--- src/rtl/frame_dump_seq.sv ---
// Frame-dump sequencer: walks a COLS x ROWS word buffer and serialises each word to a UART byte stream.
// Define FRAME_HDR_EN to prepend a 4-byte sync header (A5 5A cnt ~cnt) to every frame.
module frame_dump_seq #(
    parameter int COLS       = 40,
    parameter int ROWS       = 30,
    parameter int WORD_BYTES = 4,
    parameter int HOLDOFF    = 8191,
    parameter int MSB_FIRST  = 1,
    parameter int CONTINUOUS = 1
) (
    input  logic                        sys_clk_i,
    input  logic                        sys_rst_i,
    input  logic                        start_i,
    output logic [$clog2(COLS)-1:0]     rd_x_o,
    output logic [$clog2(ROWS)-1:0]     rd_y_o,
    input  logic [8*WORD_BYTES-1:0]     rd_data_i,
    input  logic                        uart_busy_i,
    output logic                        uart_wr_o,
    output logic [7:0]                  uart_dat_o,
    output logic                        busy_o,
    output logic                        frame_done_o
);

    localparam int XW = $clog2(COLS);
    localparam int YW = $clog2(ROWS);
    localparam int HW = $clog2(HOLDOFF + 1);
    localparam int DW = 8 * WORD_BYTES;
    localparam int IW = (WORD_BYTES > 1) ? $clog2(WORD_BYTES) : 1;

`ifdef FRAME_HDR_EN
    typedef enum logic [2:0] {IDLE, HDR, FETCH, LATCH, SEND, NEXT} state_t;
`else
    typedef enum logic [2:0] {IDLE, FETCH, LATCH, SEND, NEXT} state_t;
`endif

    state_t          state, state_nxt;
    logic [HW-1:0]   hold_cnt;
    logic [IW-1:0]   byte_idx;
    logic [DW-1:0]   word_sr;
    logic            wr_ok, wr_go, frame_end, x_last, y_last;
    logic [7:0]      tx_byte;
`ifdef FRAME_HDR_EN
    logic [1:0]      hdr_idx;
    logic [7:0]      frame_cnt;

    function automatic logic [7:0] hdr_byte(input logic [1:0] idx, input logic [7:0] cnt);
        case (idx)
            2'd0:    hdr_byte = 8'hA5;
            2'd1:    hdr_byte = 8'h5A;
            2'd2:    hdr_byte = cnt;
            default: hdr_byte = ~cnt;
        endcase
    endfunction
`endif

    function automatic logic [7:0] head_byte(input logic [DW-1:0] w);
        head_byte = (MSB_FIRST != 0) ? w[DW-1 -: 8] : w[7:0];
    endfunction

    // uart_wr_o in the gate keeps strobes from ever landing back to back
    assign wr_ok  = (hold_cnt == HW'(HOLDOFF)) && !uart_busy_i && !uart_wr_o;
    assign x_last = (rd_x_o == XW'(COLS - 1));
    assign y_last = (rd_y_o == YW'(ROWS - 1));
    assign busy_o = (state != IDLE);

    always_comb begin
        state_nxt = state;
        wr_go     = 1'b0;
        frame_end = 1'b0;
        tx_byte   = head_byte(word_sr);
        case (state)
`ifdef FRAME_HDR_EN
            IDLE:  if (CONTINUOUS != 0 || start_i) state_nxt = HDR;
            HDR: begin
                tx_byte = hdr_byte(hdr_idx, frame_cnt);
                if (wr_ok) begin
                    wr_go = 1'b1;
                    if (hdr_idx == 2'd3) state_nxt = FETCH;
                end
            end
`else
            IDLE:  if (CONTINUOUS != 0 || start_i) state_nxt = FETCH;
`endif
            FETCH: state_nxt = LATCH;
            LATCH: state_nxt = SEND;
            SEND: begin
                if (wr_ok) begin
                    wr_go = 1'b1;
                    if (byte_idx == IW'(WORD_BYTES - 1)) state_nxt = NEXT;
                end
            end
            NEXT: begin
                if (x_last && y_last) begin
                    frame_end = 1'b1;
                    state_nxt = IDLE;
                end else begin
                    state_nxt = FETCH;
                end
            end
            default: state_nxt = IDLE;
        endcase
    end

    always_ff @(posedge sys_clk_i or posedge sys_rst_i) begin
        if (sys_rst_i) begin
            state        <= IDLE;
            rd_x_o       <= '0;
            rd_y_o       <= '0;
            hold_cnt     <= '0;
            byte_idx     <= '0;
            uart_wr_o    <= 1'b0;
            uart_dat_o   <= 8'h00;
            frame_done_o <= 1'b0;
`ifdef FRAME_HDR_EN
            hdr_idx      <= 2'd0;
            frame_cnt    <= 8'h00;
`endif
        end else begin
            state        <= state_nxt;
            uart_wr_o    <= wr_go;
            frame_done_o <= frame_end;
            if (wr_go) uart_dat_o <= tx_byte;

            // holdoff counts clean line cycles, saturating so a long idle still permits an immediate write
            if (uart_busy_i || uart_wr_o)
                hold_cnt <= '0;
            else if (hold_cnt != HW'(HOLDOFF))
                hold_cnt <= hold_cnt + 1'b1;

            if (state == LATCH)
                byte_idx <= '0;
            else if (state == SEND && wr_go)
                byte_idx <= byte_idx + 1'b1;

`ifdef FRAME_HDR_EN
            if (state == IDLE)
                hdr_idx <= 2'd0;
            else if (state == HDR && wr_go)
                hdr_idx <= hdr_idx + 1'b1;
            if (frame_end) frame_cnt <= frame_cnt + 1'b1;
`endif

            if (state == IDLE) begin
                rd_x_o <= '0;
                rd_y_o <= '0;
            end else if (state == NEXT) begin
                if (!x_last) begin
                    rd_x_o <= rd_x_o + 1'b1;
                end else begin
                    rd_x_o <= '0;
                    rd_y_o <= y_last ? '0 : rd_y_o + 1'b1;
                end
            end
        end
    end

    // word shift register: loaded one cycle after FETCH so the buffer's read latency is absorbed
    always_ff @(posedge sys_clk_i) begin
        if (state == LATCH)
            word_sr <= rd_data_i;
        else if (state == SEND && wr_go)
            word_sr <= (MSB_FIRST != 0) ? (word_sr << 8) : (word_sr >> 8);
    end

endmodule

--- config.mk ---
export PLATFORM = sky130hd
export DESIGN_NAME = frame_dump_seq
export DESIGN_NICKNAME = d
export VERILOG_FILES = /design/src/rtl/frame_dump_seq.sv
export SDC_FILE = /design/constraint.sdc
export NUM_CORES = 1
export LEC_CHECK = 0
export CAP_MARGIN = 20
export CORE_ASPECT_RATIO = 1.5
export CORE_MARGIN = 2
export CORE_UTILIZATION = 38
export CTS_CLUSTER_SIZE = 8
export DETAILED_ROUTE_END_ITERATION = 10
export PLACE_DENSITY_LB_ADDON = 0.1
export SLEW_MARGIN = 20
export SYNTH_ARGS = -nofsm -noshare
export SYNTH_HDL_FRONTEND = slang
export SYNTH_SLANG_ARGS = --single-unit
--- constraint.sdc ---
create_clock -name sys_clk_i -period 7.3 [get_ports sys_clk_i]
set_input_delay 1.46 -clock sys_clk_i [delete_from_list [all_inputs] [get_ports sys_clk_i]]
set_output_delay 1.46 -clock sys_clk_i [all_outputs]
set_load 0.01 [all_outputs]
==> metrics.md <==
| Metric | Value |
|---|---|
| Nets@finish | roughly 350 |
| Total iterations of the first detailed-routing run | 4 |
| Filler Cells Inserted | roughly 760 |
| Final slew viol count | 0 |
| DRC viols | 0 |
| Crit-path max FO | 14 |
| Tcrit/Tclk final | 0.449 |
| Die Ht | about 120 µm |
| Unrepaired setup endpoints after global routing | no |
| Final setup viols | 0 |
| WP data required | roughly 5.8 ns |
| Critical path type | flop to primary output |
| TritonCTS Buffers | 9 |
| Fmax | ~310 MHz |
| Top cells by area, synth | dfrtp_1 30%, edfxtp_1 30%, mux2_2 9.0%, mux2_4 2.8%, and2_1 2.1% |
| Mean post-synth cell area | about 13 µm² |
| Worst ir drop on vdd | 140 µV |
| CP Data Arrival Time | about 1.8 ns |
| Half-perimeter wire length after placement | 4020 µm |
| Yosys top cell area share | 0.301 |
| I/O pin cnt | 58 |
| Cts-stage hold buffer count | 0 |
| Post-Route Setup TNS | 0 ns |
| Top FF cell, synth | dfrtp_1 |
| Vias in the first global route | approximately 2100 |
| Row count | 41 |
| Worst Tran Pin Value | approximately 0.50 ns |
| First-pass GRT wire length | 9880 µm |
| Clk sinks | between 70 and 80 |
| Synthesized Nets | between 200 and 300 |
| Post-DR wirelength/cell | around 14 µm |
| Pleak | around 1.7 nW |
| Syn-to-layout area delta | 30.3% |
| Gp weighted congestion | 0.764 |
| Multi-input logic area | between 1000 and 1500 µm² |
| Setup WS post-layout | between 4 and 5 ns |
| Layout cells sized above 1 | 0.190 |
| Worst r2r src | hold_cnt[0]$_DFFE_PP0P_ |
| Initial Utilization | 0.388 |
| Deepest clock path buffer count | 2 |
| Crit end category | primary output |
| Crit path cell chain | or3_1, clkdlybuf4s50_1 |
| 1st-iter DRT viols | 98 |
| WHS Path Cells | 1 |
| R2R depth | 6 |
| Worst skew pair latency | roughly 0.33 ns |
| Max incr delay on CP | between 0.5 and 0.6 ns |
| Number of synthesized register bits | 71 |
| Final hold slack | 0.468 ns |
| Final WL | about 5900 µm |
| H-tree depth | 3 |
| Clk slew on worst S/H paths | 0.06 ns |
| Post-synth EDFFs | 32 |
| Core footprint | around 8400 µm² |
| TritonCTS clock tree | yes |
| HP Start | word_sr[29]$_DFFE_PP_ |
| Tmin final | roughly 3.3 ns |
| IO Port Bufs | 56 |
| Congestion Overflow GR | 0 |
| Asr flop ratio synth | 0.549 |
| Post-Syn Area | between 3000 and 4000 µm² |
| Crit path max-delay cell type | dfrtp_1 |
| Yosys warnings | 0 |
| Worst slack, placed | approximately 3.8 ns |
| Register area share after synthesis | 0.597 |
| N_diodes | 0 |
| Cell count after synthesis | between 200 and 300 |
| Root Driver | clkbuf_16 |
| Largest area contributor in the netlist | dfrtp_1 |
| Die ar. | approximately 9300 µm² |
| Crit start category | flop |
| Count leader, synth | dfrtp_1 |
| PD cells | 215 nW/µm² |
| Initial antenna violation count | 0 |
| Library cells used by synthesis | 43 |
| Sequential cell area | just under 2000 µm² |
| Max-cap violations | 0 |
| Gr usage total | 0.139 |
| Setup bufs post-CTS | 0 |
| Slew HR | 0.667 |
| CP Launch Point | state[2]$_DFFE_PP0P_ |
| Via density | around 5 |
| Final Hold Viols | 0 |
| Die width | between 70 and 80 µm |
| Largest net degree at the start of global routing | 40 |
| Final ANT Viol Nets | 0 |
| Vias | 2155 |
| Top post-synthesis cells by count | 39 x dfrtp_1, 32 x edfxtp_1, 26 x mux2_2, 17 x nor2_1, 16 x nand2_1 |
| Status | completed |
| Gates resized, CTS repair | 0 |
| Worst hold path type | flop to flop |
| Fin Clk Skew | a little under 0.007 ns |
==> layer usage <==
metal  global-route usage  part of all wire
met1                0.163              0.43
met3               0.0345             0.051
met2                0.224              0.49
met5                    0                 0
met4               0.0943             0.029
==> cells by family after synthesis <==
| kind of cell | count (synthesis) | share of synthesized area |
|---|---|---|
| and+or+nand+nor | 87 | 0.149 |
| buffers and inverters | 15 | 0.0231 |
| xor gates and xnor gates | 6 | 0.0162 |
| AOI/OAI and AO/OA | 29 | 0.0617 |
| adders and majority gates | 5 | 0.0193 |
| DFF | 71 | 0.597 |
| muxes | 37 | 0.133 |
==> critical path, delay by kind of cell (launching register included) <==
kind / cells / cell delay [ns]
buffers and inverters: 1 / 0.49
flip-flops: 1 / 0.52
AND/OR/NAND/NOR: 1 / 0.47
==> layout make-up <==
class                           instances  share of cell area
Clock inverter                          4              0.0166
Timing Repair Buffer                   59               0.138
Multi-Input combinational cell        164               0.292
Inverter                                6             0.00533
Clock buffer                           12              0.0583
Sequential cell                        71               0.458
Tap cell                              107              0.0317
==> path summary, 6_finish.rpt <==
path | to | slack (ns)
setup / recovery | busy_o | 4.02
hold / removal | uart_dat_o[5]$_DFFE_PP0P_ | 0.47
setup reg to reg | word_sr[28]$_DFFE_PP_ | 5.12
hold reg to reg | uart_dat_o[5]$_DFFE_PP0P_ | 0.47
max in group asynchronous | rd_y_o[3]$_DFFE_PP0P_ | 5.39
min in group asynchronous | frame_done_o$_DFF_PP0_ | 1.57
==> power breakdown <==
| part | internal [mW] | total, mW | switching, mW |
|---|---|---|---|
| logic | 0.0179 | 0.0275 | 0.00959 |
| registers | 0.417 | 0.418 | 0.00152 |
| clock network | 0.307 | 0.464 | 0.157 |
==> sequential cells by signal, indices dropped and copies added (netlist names) <==
register      count
word_sr          32
state             3
rd_x_o            6
uart_wr_o         1
uart_dat_o        8
rd_y_o            5
frame_done_o      1
byte_idx          2
hold_cnt         13
==> cell usage in the layout, fill, tap and decap left out, types with 3 or more instances in the layout <==
master           count
nand4_1              6
mux2i_1              5
or4_1                3
mux2_2              26
o311ai_0             4
dfrtp_1             39
and3_1               4
nand3_1              8
buf_4                3
and2_1              11
clkdlybuf4s50_1     56
xor2_1               5
mux2_4               6
inv_1                6
a21oi_1              6
edfxtp_1            32
or2_2                3
clkbuf_16            9
or3_1                5
o21ai_0              6
nand2_1             16
ha_1                 5
nor2_1              16
==> per-stage QoR <==
step	total power [mW]	utilization	cell area [µm²]	instances
after global placement	0.454	0.468	3910	407
after CTS	0.925	0.505	4230	423
final	0.910	0.505	4230	423
after global routing	0.941	0.505	4230	423
after floorplan	0.433	-	3240	250
after detailed placement	0.454	0.468	3910	407
Power figures use the tool's default switching activity.
